==> src/rtl/fmmu_seq_ctrl_if.sv <==
// ============================================================================
// Module   : fmmu_seq_ctrl_if
// Brief    : Process-RAM byte bus between the FMMU sequencer and the RAM.
// Revision : 1.0  initial release
// ============================================================================
`default_nettype none

interface fmmu_seq_ctrl_if;
    logic [15:0] bus_addr;
    logic        bus_rd;
    logic        bus_wr;
    logic [7:0]  bus_wdata;
    logic [7:0]  bus_rdata;

    modport master (
        output bus_addr,
        output bus_rd,
        output bus_wr,
        output bus_wdata,
        input  bus_rdata
    );

    modport slave (
        input  bus_addr,
        input  bus_rd,
        input  bus_wr,
        input  bus_wdata,
        output bus_rdata
    );
endinterface

`default_nettype wire

==> src/rtl/fmmu_seq_ctrl.sv <==
// ============================================================================
// Module   : fmmu_seq_ctrl
// Brief    : FMMU byte sequencer mapping logical datagram bytes to process RAM.
// Revision : 1.0  initial release
// ============================================================================
`default_nettype none

module fmmu_seq_ctrl #(
    parameter logic [7:0] LOG_CMD_LRD = 8'd10,
    parameter logic [7:0] LOG_CMD_LWR = 8'd11,
    parameter logic [7:0] LOG_CMD_LRW = 8'd12
) (
    input  wire logic        rxc,
    input  wire logic        RSTN,
    input  wire logic        sub_start,
    input  wire logic [7:0]  sub_command,
    input  wire logic [31:0] sub_address,
    input  wire logic [15:0] sub_len,
    input  wire logic        rx_valid,
    input  wire logic [7:0]  rx_data,
    input  wire logic        frame_end,
    input  wire logic        cfg_enable,
    input  wire logic [31:0] cfg_log_start,
    input  wire logic [15:0] cfg_log_len,
    input  wire logic [15:0] cfg_phys_start,
    input  wire logic [1:0]  cfg_type,
    fmmu_seq_ctrl_if.master  bus,
    output logic             tx_valid,
    output logic [7:0]       tx_data,
    output logic             wkc_valid,
    output logic [1:0]       wkc_inc,
    output logic             busy
);

    typedef enum logic [1:0] {
        IDLE = 2'd0,
        DATA = 2'd1,
        DONE = 2'd2
    } state_t;

    state_t      r_state;
    logic [7:0]  r_cmd;
    logic [31:0] r_addr;
    logic [15:0] r_len;
    logic [15:0] r_cnt;
    logic        r_rd_hit;
    logic        r_wr_hit;
    logic        r_rd_q;
    logic [7:0]  r_rx_q;

    logic        w_byte;
    logic        w_last;
    logic        w_is_log;
    logic [31:0] w_laddr;
    logic [32:0] w_off33;
    logic        w_hit;
    logic        w_rd;
    logic        w_wr;
    logic        w_rd_hit_nxt;
    logic        w_wr_hit_nxt;
    logic [1:0]  w_wkc;

    // A byte arriving together with a new header belongs to no datagram.
    assign w_byte   = (r_state == DATA) && rx_valid && !sub_start;
    assign w_last   = (r_cnt == r_len - 16'd1);
    assign w_is_log = (sub_command == LOG_CMD_LRD) || (sub_command == LOG_CMD_LWR) ||
                      (sub_command == LOG_CMD_LRW);

    // Bit 32 of the offset flags a byte below the window start.
    assign w_laddr = r_addr + {16'd0, r_cnt};
    assign w_off33 = {1'b0, w_laddr} - {1'b0, cfg_log_start};
    assign w_hit   = cfg_enable && (cfg_log_len != 16'd0) && !w_off33[32] &&
                     (w_off33[31:0] < {16'd0, cfg_log_len});

    assign w_rd = w_byte && w_hit && cfg_type[0] &&
                  ((r_cmd == LOG_CMD_LRD) || (r_cmd == LOG_CMD_LRW));
    assign w_wr = w_byte && w_hit && cfg_type[1] &&
                  ((r_cmd == LOG_CMD_LWR) || (r_cmd == LOG_CMD_LRW));

    assign w_rd_hit_nxt = r_rd_hit | w_rd;
    assign w_wr_hit_nxt = r_wr_hit | w_wr;

    always_comb begin
        w_wkc = 2'd0;
        if (r_cmd == LOG_CMD_LRD)
            w_wkc = {1'b0, w_rd_hit_nxt};
        else if (r_cmd == LOG_CMD_LWR)
            w_wkc = {1'b0, w_wr_hit_nxt};
        else
            w_wkc = {w_wr_hit_nxt, w_rd_hit_nxt};
    end

    assign bus.bus_rd    = w_rd;
    assign bus.bus_wr    = w_wr;
    assign bus.bus_addr  = (w_rd || w_wr) ? (cfg_phys_start + w_off33[15:0]) : 16'd0;
    assign bus.bus_wdata = w_wr ? rx_data : 8'd0;

    // Read data arrives one cycle after the strobe, so the tx mux is late.
    assign tx_data = r_rd_q ? bus.bus_rdata : r_rx_q;
    assign busy    = (r_state != IDLE);

    always_ff @(posedge rxc or negedge RSTN) begin
        if (!RSTN) begin
            r_state   <= IDLE;
            r_cmd     <= 8'd0;
            r_addr    <= 32'd0;
            r_len     <= 16'd0;
            r_cnt     <= 16'd0;
            r_rd_hit  <= 1'b0;
            r_wr_hit  <= 1'b0;
            r_rd_q    <= 1'b0;
            r_rx_q    <= 8'd0;
            tx_valid  <= 1'b0;
            wkc_valid <= 1'b0;
            wkc_inc   <= 2'd0;
        end else begin
            tx_valid  <= w_byte;
            r_rd_q    <= w_rd;
            wkc_valid <= 1'b0;
            wkc_inc   <= 2'd0;
            if (w_byte) begin
                r_rx_q   <= rx_data;
                r_cnt    <= r_cnt + 16'd1;
                r_rd_hit <= w_rd_hit_nxt;
                r_wr_hit <= w_wr_hit_nxt;
            end
            if (sub_start) begin
                if (w_is_log) begin
                    r_cmd    <= sub_command;
                    r_addr   <= sub_address;
                    r_len    <= sub_len;
                    r_cnt    <= 16'd0;
                    r_rd_hit <= 1'b0;
                    r_wr_hit <= 1'b0;
                    if (sub_len == 16'd0) begin
                        r_state   <= DONE;
                        wkc_valid <= 1'b1;
                    end else begin
                        r_state <= DATA;
                    end
                end else begin
                    r_state <= IDLE;
                end
            end else begin
                case (r_state)
                    DATA: begin
                        if (w_byte && w_last) begin
                            r_state   <= DONE;
                            wkc_valid <= 1'b1;
                            wkc_inc   <= w_wkc;
                        end else if (frame_end) begin
                            r_state <= IDLE;
                        end
                    end
                    DONE:    r_state <= IDLE;
                    default: r_state <= IDLE;
                endcase
            end
        end
    end

endmodule

`default_nettype wire

==> src/flat_wrapper.sv <==
// flat-port wrapper written by rule: the top's interface ports become plain ports
module fmmu_seq_ctrl_flat 
#(
    parameter logic [7:0] LOG_CMD_LRD = 8'd10,
    parameter logic [7:0] LOG_CMD_LWR = 8'd11,
    parameter logic [7:0] LOG_CMD_LRW = 8'd12
)
  (rxc, RSTN, sub_start, sub_command, sub_address, sub_len, rx_valid, rx_data, frame_end, cfg_enable, cfg_log_start, cfg_log_len, cfg_phys_start, cfg_type, tx_valid, tx_data, wkc_valid, wkc_inc, busy, bus_bus_addr, bus_bus_rd, bus_bus_wr, bus_bus_wdata, bus_bus_rdata);
  fmmu_seq_ctrl_if bus_i ();
  input  wire logic rxc;
  input  wire logic RSTN;
  input  wire logic sub_start;
  input  wire logic [7:0] sub_command;
  input  wire logic [31:0] sub_address;
  input  wire logic [15:0] sub_len;
  input  wire logic rx_valid;
  input  wire logic [7:0] rx_data;
  input  wire logic frame_end;
  input  wire logic cfg_enable;
  input  wire logic [31:0] cfg_log_start;
  input  wire logic [15:0] cfg_log_len;
  input  wire logic [15:0] cfg_phys_start;
  input  wire logic [1:0] cfg_type;
  output logic tx_valid;
  output logic [7:0] tx_data;
  output logic wkc_valid;
  output logic [1:0] wkc_inc;
  output logic busy;
  output wire logic [$bits(bus_i.bus_addr)-1:0] bus_bus_addr;
  output wire logic [$bits(bus_i.bus_rd)-1:0] bus_bus_rd;
  output wire logic [$bits(bus_i.bus_wr)-1:0] bus_bus_wr;
  output wire logic [$bits(bus_i.bus_wdata)-1:0] bus_bus_wdata;
  input wire logic [$bits(bus_i.bus_rdata)-1:0] bus_bus_rdata;
  assign bus_bus_addr = bus_i.bus_addr;
  assign bus_bus_rd = bus_i.bus_rd;
  assign bus_bus_wr = bus_i.bus_wr;
  assign bus_bus_wdata = bus_i.bus_wdata;
  assign bus_i.bus_rdata = bus_bus_rdata;
  fmmu_seq_ctrl #(.LOG_CMD_LRD(LOG_CMD_LRD), .LOG_CMD_LWR(LOG_CMD_LWR), .LOG_CMD_LRW(LOG_CMD_LRW)) u_core (.rxc(rxc), .RSTN(RSTN), .sub_start(sub_start), .sub_command(sub_command), .sub_address(sub_address), .sub_len(sub_len), .rx_valid(rx_valid), .rx_data(rx_data), .frame_end(frame_end), .cfg_enable(cfg_enable), .cfg_log_start(cfg_log_start), .cfg_log_len(cfg_log_len), .cfg_phys_start(cfg_phys_start), .cfg_type(cfg_type), .bus(bus_i), .tx_valid(tx_valid), .tx_data(tx_data), .wkc_valid(wkc_valid), .wkc_inc(wkc_inc), .busy(busy));
endmodule
==> config.mk <==
export PLATFORM = sky130hd
export DESIGN_NAME = fmmu_seq_ctrl_flat
export DESIGN_NICKNAME = d
export VERILOG_FILES = /design/src/rtl/fmmu_seq_ctrl_if.sv /design/src/rtl/fmmu_seq_ctrl.sv /design/src/flat_wrapper.sv
export SDC_FILE = /design/constraint.sdc
export NUM_CORES = 1
export LEC_CHECK = 0
export ABC_AREA = 1
export CAP_MARGIN = 10
export CORE_MARGIN = 1
export CORE_UTILIZATION = 25
export CTS_CLUSTER_DIAMETER = 120
export DETAILED_ROUTE_END_ITERATION = 12
export PLACE_DENSITY = 0.52
export SYNTH_ARGS = -nofsm -noshare
export SYNTH_HDL_FRONTEND = slang
export SYNTH_SLANG_ARGS = --single-unit
export TNS_END_PERCENT = 50
==> constraint.sdc <==
create_clock -name rxc -period 7.3 [get_ports rxc]
set_clock_uncertainty 0.15 [all_clocks]
set_input_delay 1.46 -clock rxc [delete_from_list [all_inputs] [get_ports rxc]]
set_output_delay 1.46 -clock rxc [all_outputs]
set_load 0.01 [all_outputs]
-- Word level (Yosys, flattened, before mapping)
Index checks and enable logic that the tools add are counted.
- flip-flop bits (word level): 89
- logic and storage cells: 79
- add/sub/neg operators: 5
- order comparisons: 1
- equality and inequality tests: 9
- multiplexer cells: 28
- bitwise logic cells: 2
- reduce and logical (&&, ||, !) cells: 22
- operator list (cell ; number):
    $mux 16 ; 4
    $eq 8x4->1 const B ; 6
    $sub 32x32->33 ; 1
    $add 32x16->32 ; 1
    $lt 32x16->1 ; 1
    $mux 2 ; 11
    $add 16x1->16 const B ; 1
    $add 16x16->16 ; 1
    $eq 16x16->1 ; 1
    $logic_not 16->1 ; 1
    $mux 8 ; 2
    $reduce_bool 16->1 ; 1
    $sub 16x1->16 const B ; 1
    $logic_and 1x1->1 ; 11
    $mux 1 ; 11
    $logic_or 1x1->1 ; 5
    $ne 4x4->1 const B ; 1
    $eq 2x1->1 const B ; 1
    $logic_not 1->1 ; 2
    $or 1x1->1 ; 2
    $reduce_and 2->1 ; 1
    $reduce_bool 2->1 ; 1

-- Logic depth before layout (Yosys ltp)
- depth in word-level cells: 14
- gate-level depth with buffers: 37
- mapped depth without buffers: 36

-- Worst setup path after synthesis
Ideal clock, no wire load.
- kind: register to output
- start point: register u_core.r_cnt[0]
- end point: output port bus_bus_addr[10]
- data arrival time: 4944 ps
- required time: 5690 ps
- path slack: 746 ps
- stages on the path, launching flop included: 36
- buffers on the path: 1
- path through: dfrtp_1 > ha_1 > inv_1 > fa_1 > o21ai_1 > a31oi_1 > o21ai_1 > a31oi_1 > o21ai_0 > a21boi_0 > xnor2_1 > ha_1 > nand2_1 > nor2_1 > nand2_1 > inv_1 > nand2_1 > nand2_1 > xor2_1 > ha_1 > nand2_1 > inv_1 > a21oi_1 > nand3_1 > nor2_1 > nand3_1 > nor2_1 > nand2_1 > nor2_1 > nand2_1 > nor2_2 > nand4_2 > nand2_2 > inv_2 > buf_6 > nor2_1
- longest elaborated chain between the ends: 10
- ends and longest elaborated chain (item ; line ; RTL):
    from (decl) ; fmmu_seq_ctrl.sv:45 ; logic [15:0] r_cnt;
    from (signal assigned) ; fmmu_seq_ctrl.sv:123 ; r_cnt <= r_cnt + 16'd1;
    $add 32x16->32 * ; fmmu_seq_ctrl.sv:70 ; assign w_laddr = r_addr + {16'd0, r_cnt};
    $sub 32x32->33 * ; fmmu_seq_ctrl.sv:71 ; assign w_off33 = {1'b0, w_laddr} - {1'b0, cfg_log_start};
    parallel branches: the longest is 7 deep, another holds $lt 32x16->1 ; -- ;
    $mux 16 * ; fmmu_seq_ctrl.sv:95 ; assign bus.bus_addr = (w_rd || w_wr) ? (cfg_phys_start + w_off33[15:0]) : 16'd0;
    to (decl) ; flat_wrapper.sv:29 ; output wire logic [$bits(bus_i.bus_addr)-1:0] bus_bus_addr;
Mark *: on every way between the ends.

-- Worst setup path after layout
- start point: register u_core.r_addr[0]
- end point: output port bus_bus_wdata[4]
- longest elaborated chain between the ends: 9
- ends and longest elaborated chain (item ; line ; RTL):
    from (decl) ; fmmu_seq_ctrl.sv:43 ; logic [31:0] r_addr;
    from (signal assigned) ; fmmu_seq_ctrl.sv:130 ; r_addr <= sub_address;
    $add 32x16->32 * ; fmmu_seq_ctrl.sv:70 ;
    $sub 32x32->33 * ; fmmu_seq_ctrl.sv:71 ;
    parallel branches: the longest is 2 deep, another holds $lt 32x16->1 ; -- ;
    $logic_and 1x1->1 * ; fmmu_seq_ctrl.sv:72 ; assign w_hit = cfg_enable && (cfg_log_len != 16'd0) && !w_off33[32] &&
    $logic_and 1x1->1 * (3 in a row) ; fmmu_seq_ctrl.sv:77 ; assign w_wr = w_byte && w_hit && cfg_type[1] &&
    $mux 8 * ; fmmu_seq_ctrl.sv:96 ; assign bus.bus_wdata = w_wr ? rx_data : 8'd0;
    to (decl) ; flat_wrapper.sv:32 ; output wire logic [$bits(bus_i.bus_wdata)-1:0] bus_bus_wdata;
Marks and branches as above.

==> flow_metrics.tcl <==
set metrics [dict create \
    status "finished, violations left" \
    violations "design-rule violations" \
    fin_crit_ns 7.05 \
    place.gp.congestion 0.893 \
    yosysSeqAreaShare_pct 24.5 \
    internal_power_mw 1.56 \
    drtAntennaViolNets 0 \
    fp.coreArea_sq_mm 0.0357 \
    rows 69 \
    dominantRegCellSynth "dfrtp_1" \
    layout.nets 1901 \
    p_sw_mw 1.25 \
    hold_buffers 0 \
    synth_top_area_share_pct 24.5 \
    htree_levels 3 \
    place_ws_ns -0.0609 \
    diodes 0 \
    final.period_utilization_pct 96.6 \
    cts.reportedPaths.clkPinSlew_ns 0.07 \
    layout-drive-gt1-share_pct 9.11 \
    min_path_type "register to register" \
    tns_ns 0 \
    first_pass_iters 9 \
    max_stage_delay_ns 0.36 \
    leakagePower_nw 6.64 \
    rsz0062_at_grt "yes" \
    worst_setup_path_start_kind "register" \
    whs_path_depth 2 \
    reg2reg_slack_ns 2.11 \
    grt_pass1_wl_um 45700 \
    placed_cell_area_sq_mm 0.0116 \
    grt_usage_pct 15.8 \
    final_area_sq_mm 0.0122 \
    path_common_cell "nand2_1" \
    utilization_pct 34.3 \
    antenna_found_initial 4 \
    seqCellArea_sq_mm 0.00223 \
    grt_max_degree 78 \
    yosys.area.top_type "dfrtp_1" \
    worst_pin_slew_ns 0.901 \
    dp_hpwl_um 24300 \
    r2r-end "u_core.wkc_inc[1]" \
    vias_per_cell 4.35 \
    overflow 0 \
    drv_slew 0 \
    cts_tree "built" \
    cpMaxStageDelayCell "fa_2" \
    ir_worst_vdd_mv 0.109 \
    worst_slack_ns 0.246 \
    holdPathEnd "u_core.r_addr[7]" \
    pin_count 183 \
    cts_root_buffer "clkbuf_16" \
    p_seq_share_pct 21.2 \
    finalPower_mw 2.81 \
    fin_hold_ws_ns 0.325 \
    start_util_pct 25.5 \
    fill_cells 3942 \
    remaining_drc_errors 22 \
    p_sw_share_pct 44.5 \
    cap_violations 0 \
    grt_pass1_vias 9101 \
    wl_per_cell_um 13.5 \
    crit_required_ns 5.69 \
    first_iter_violations 368 \
    ys_ff_latch 89 \
    yosys_warnings 0 \
    synthArstFlopShare_pct 100 \
    worstHoldStart "u_core.r_addr[7]" \
    rr_startpoint "u_core.r_addr[0]" \
    vias 9317 \
    io_buffers 182 \
    dieWidth_um 193 \
    reg2reg_depth 38 \
    power.share.clock_pct 17.9 \
    synth_area_per_cell_sq_um 6.25 \
    synthTopCellsByCount "nand2_1 (489), inv_1 (271), nor2_1 (138)" \
    die_h_um 193 \
    yosysMostFrequentCell "nand2_1" \
    layout.cells.non_filler 2140 \
    timing.slew.headroom_pct 39.8 \
    syn_nets 1682 \
    dp_cells 2107 \
    clkLatencyLatePin_ns 0.34 \
    cp.arrival_ns 5.44 \
    fmax_mhz 142 \
    cts_buffers 9 \
    clockBufferDepth 2 \
    synth_cell_types 43 \
    wl_um 28800 \
    p_per_area_mw_per_mm2 230 \
    synthToLayoutAreaGrowth_pct 34.6 \
    worst-path-max-fanout 7 \
    crit_type "register to primary output" \
    worst_setup_path_end_kind "primary output" \
    final-hold-violation-count 0 \
    multi_input_area_sq_mm 0.00598 \
    dieArea_sq_mm 0.0371 \
    syn_area_sq_mm 0.00909 \
    cts_sinks 89 \
    synth-edff-count 0 \
    synth_area_leaders "dfrtp_1 (25%), nand2_1 (20%), inv_1 (11%), ha_1 (11%), xor2_1 (6.5%)" \
    setup_viol 0 \
    combPwrFrac_pct 60.9 \
    synthCells 1455 \
]
how the worst max path moves through the flow:
stage / start / to / slack [ns] / cells after the start
detailed placement: u_core.r_cnt[0] / bus_bus_addr[3] / -0.06 / 35
CTS: u_core.r_cnt[0] / bus_bus_wdata[7] / -0.21 / 36
finish: u_core.r_addr[0] / bus_bus_wdata[4] / 0.25 / 38
global route: u_core.r_cnt[0] / bus_bus_wdata[4] / -0.1 / 37
global placement: cfg_log_start[7] / bus_bus_addr[2] / 0.11 / 27
floorplan: u_core.r_cnt[0] / bus_bus_addr[10] / 0.75 / 35
power groups by stage:
stage | sequential, mW | clock [mW] | combinational [mW]
6_report | 0.597 | 0.503 | 1.71
5_1_grt | 0.606 | 0.541 | 1.97
4_1_cts | 0.596 | 0.524 | 1.67
3_5_place_dp | 0.605 | 0 | 1.65
3_3_place_gp | 0.604 | 0 | 1.65
2_1_floorplan | 0.594 | 0 | 1.16
layer usage:
layer  share of wire, %  routed length [um]  track usage [%]  up-vias
li1                   -                   -                -     4972
met4                1.3                 382             3.85        8
met5               0.17                  50                0        -
met1                 46               13400             20.4     4128
met3                5.0                1440             2.56       25
met2                 47               13600             27.1      184
timing repair:
action,CTS,global route
setup endpoints to repair,26,26
buffers inserted,8,9
pin swaps,4,29
gates resized for setup,27,141
cloned,0,0
final cells by class:
class                   count  area share (%)
multi-input cells        1074            48.9
flip-flops and latches     89            18.2
repair buffers            227            17.1
inverters                 273            8.44
well taps                 461            4.72
clock buffers              10            1.87
clock inverters             6           0.736
cells in the final DEF (no fill, tap or decap), drive strengths merged, types with 2 or more instances in the layout:
cell type,synthesis,routed
bufinv,0,2
nor3,16,16
and2,2,2
a21o,2,2
nand2,491,491
a211oi,2,2
nand4,23,23
nor2,142,142
nor3b,3,3
inv,273,275
o21bai,3,3
a21boi,2,2
xnor2,21,21
o211ai,2,2
o21a,4,4
clkbuf,14,12
o21ai,64,64
a21oi,62,62
buf,5,69
o31ai,3,3
dfrtp,89,89
nand3b,5,5
ha,80,80
a31oi,5,5
or2,4,4
fa,3,3
nand3,51,51
nor4,15,15
clkdlybuf4s50,0,155
xor2,67,67
cell families (layout without fill, tap and decap cells):
kind of cell    after synthesis  count (layout)  synth area share [%]
xor+xnor                     88              88                  8.48
fa+ha+maj                    83              83                  11.7
compound gates              151             151                  8.96
flops                        89              89                  24.5
simple gates                752             752                  34.2
buf+inv                     292             516                  12.2
critical path, delay by kind of cell, from the launching register on:
kind                       cells  cell delay, ns
buffers and inverters         11            1.02
adders and majority gates      4            1.14
and+or+nand+nor               17            1.58
DFF                            1            0.35
xor gates and xnor gates       2            0.38
AOI/OAI and AO/OA              4            0.60
registers in the layout (all words and copies together) (netlist names):
signal and count:
u_core.r_addr 32, u_core.r_cmd 8, u_core.r_cnt 16, u_core.r_len 16, u_core.r_rd_hit 1, u_core.r_rd_q 1, u_core.r_rx_q 8, u_core.r_state 2
u_core.r_wr_hit 1, u_core.tx_valid 1, u_core.wkc_inc 2, u_core.wkc_valid 1
Note: power is estimated with default switching activity, not from simulation.
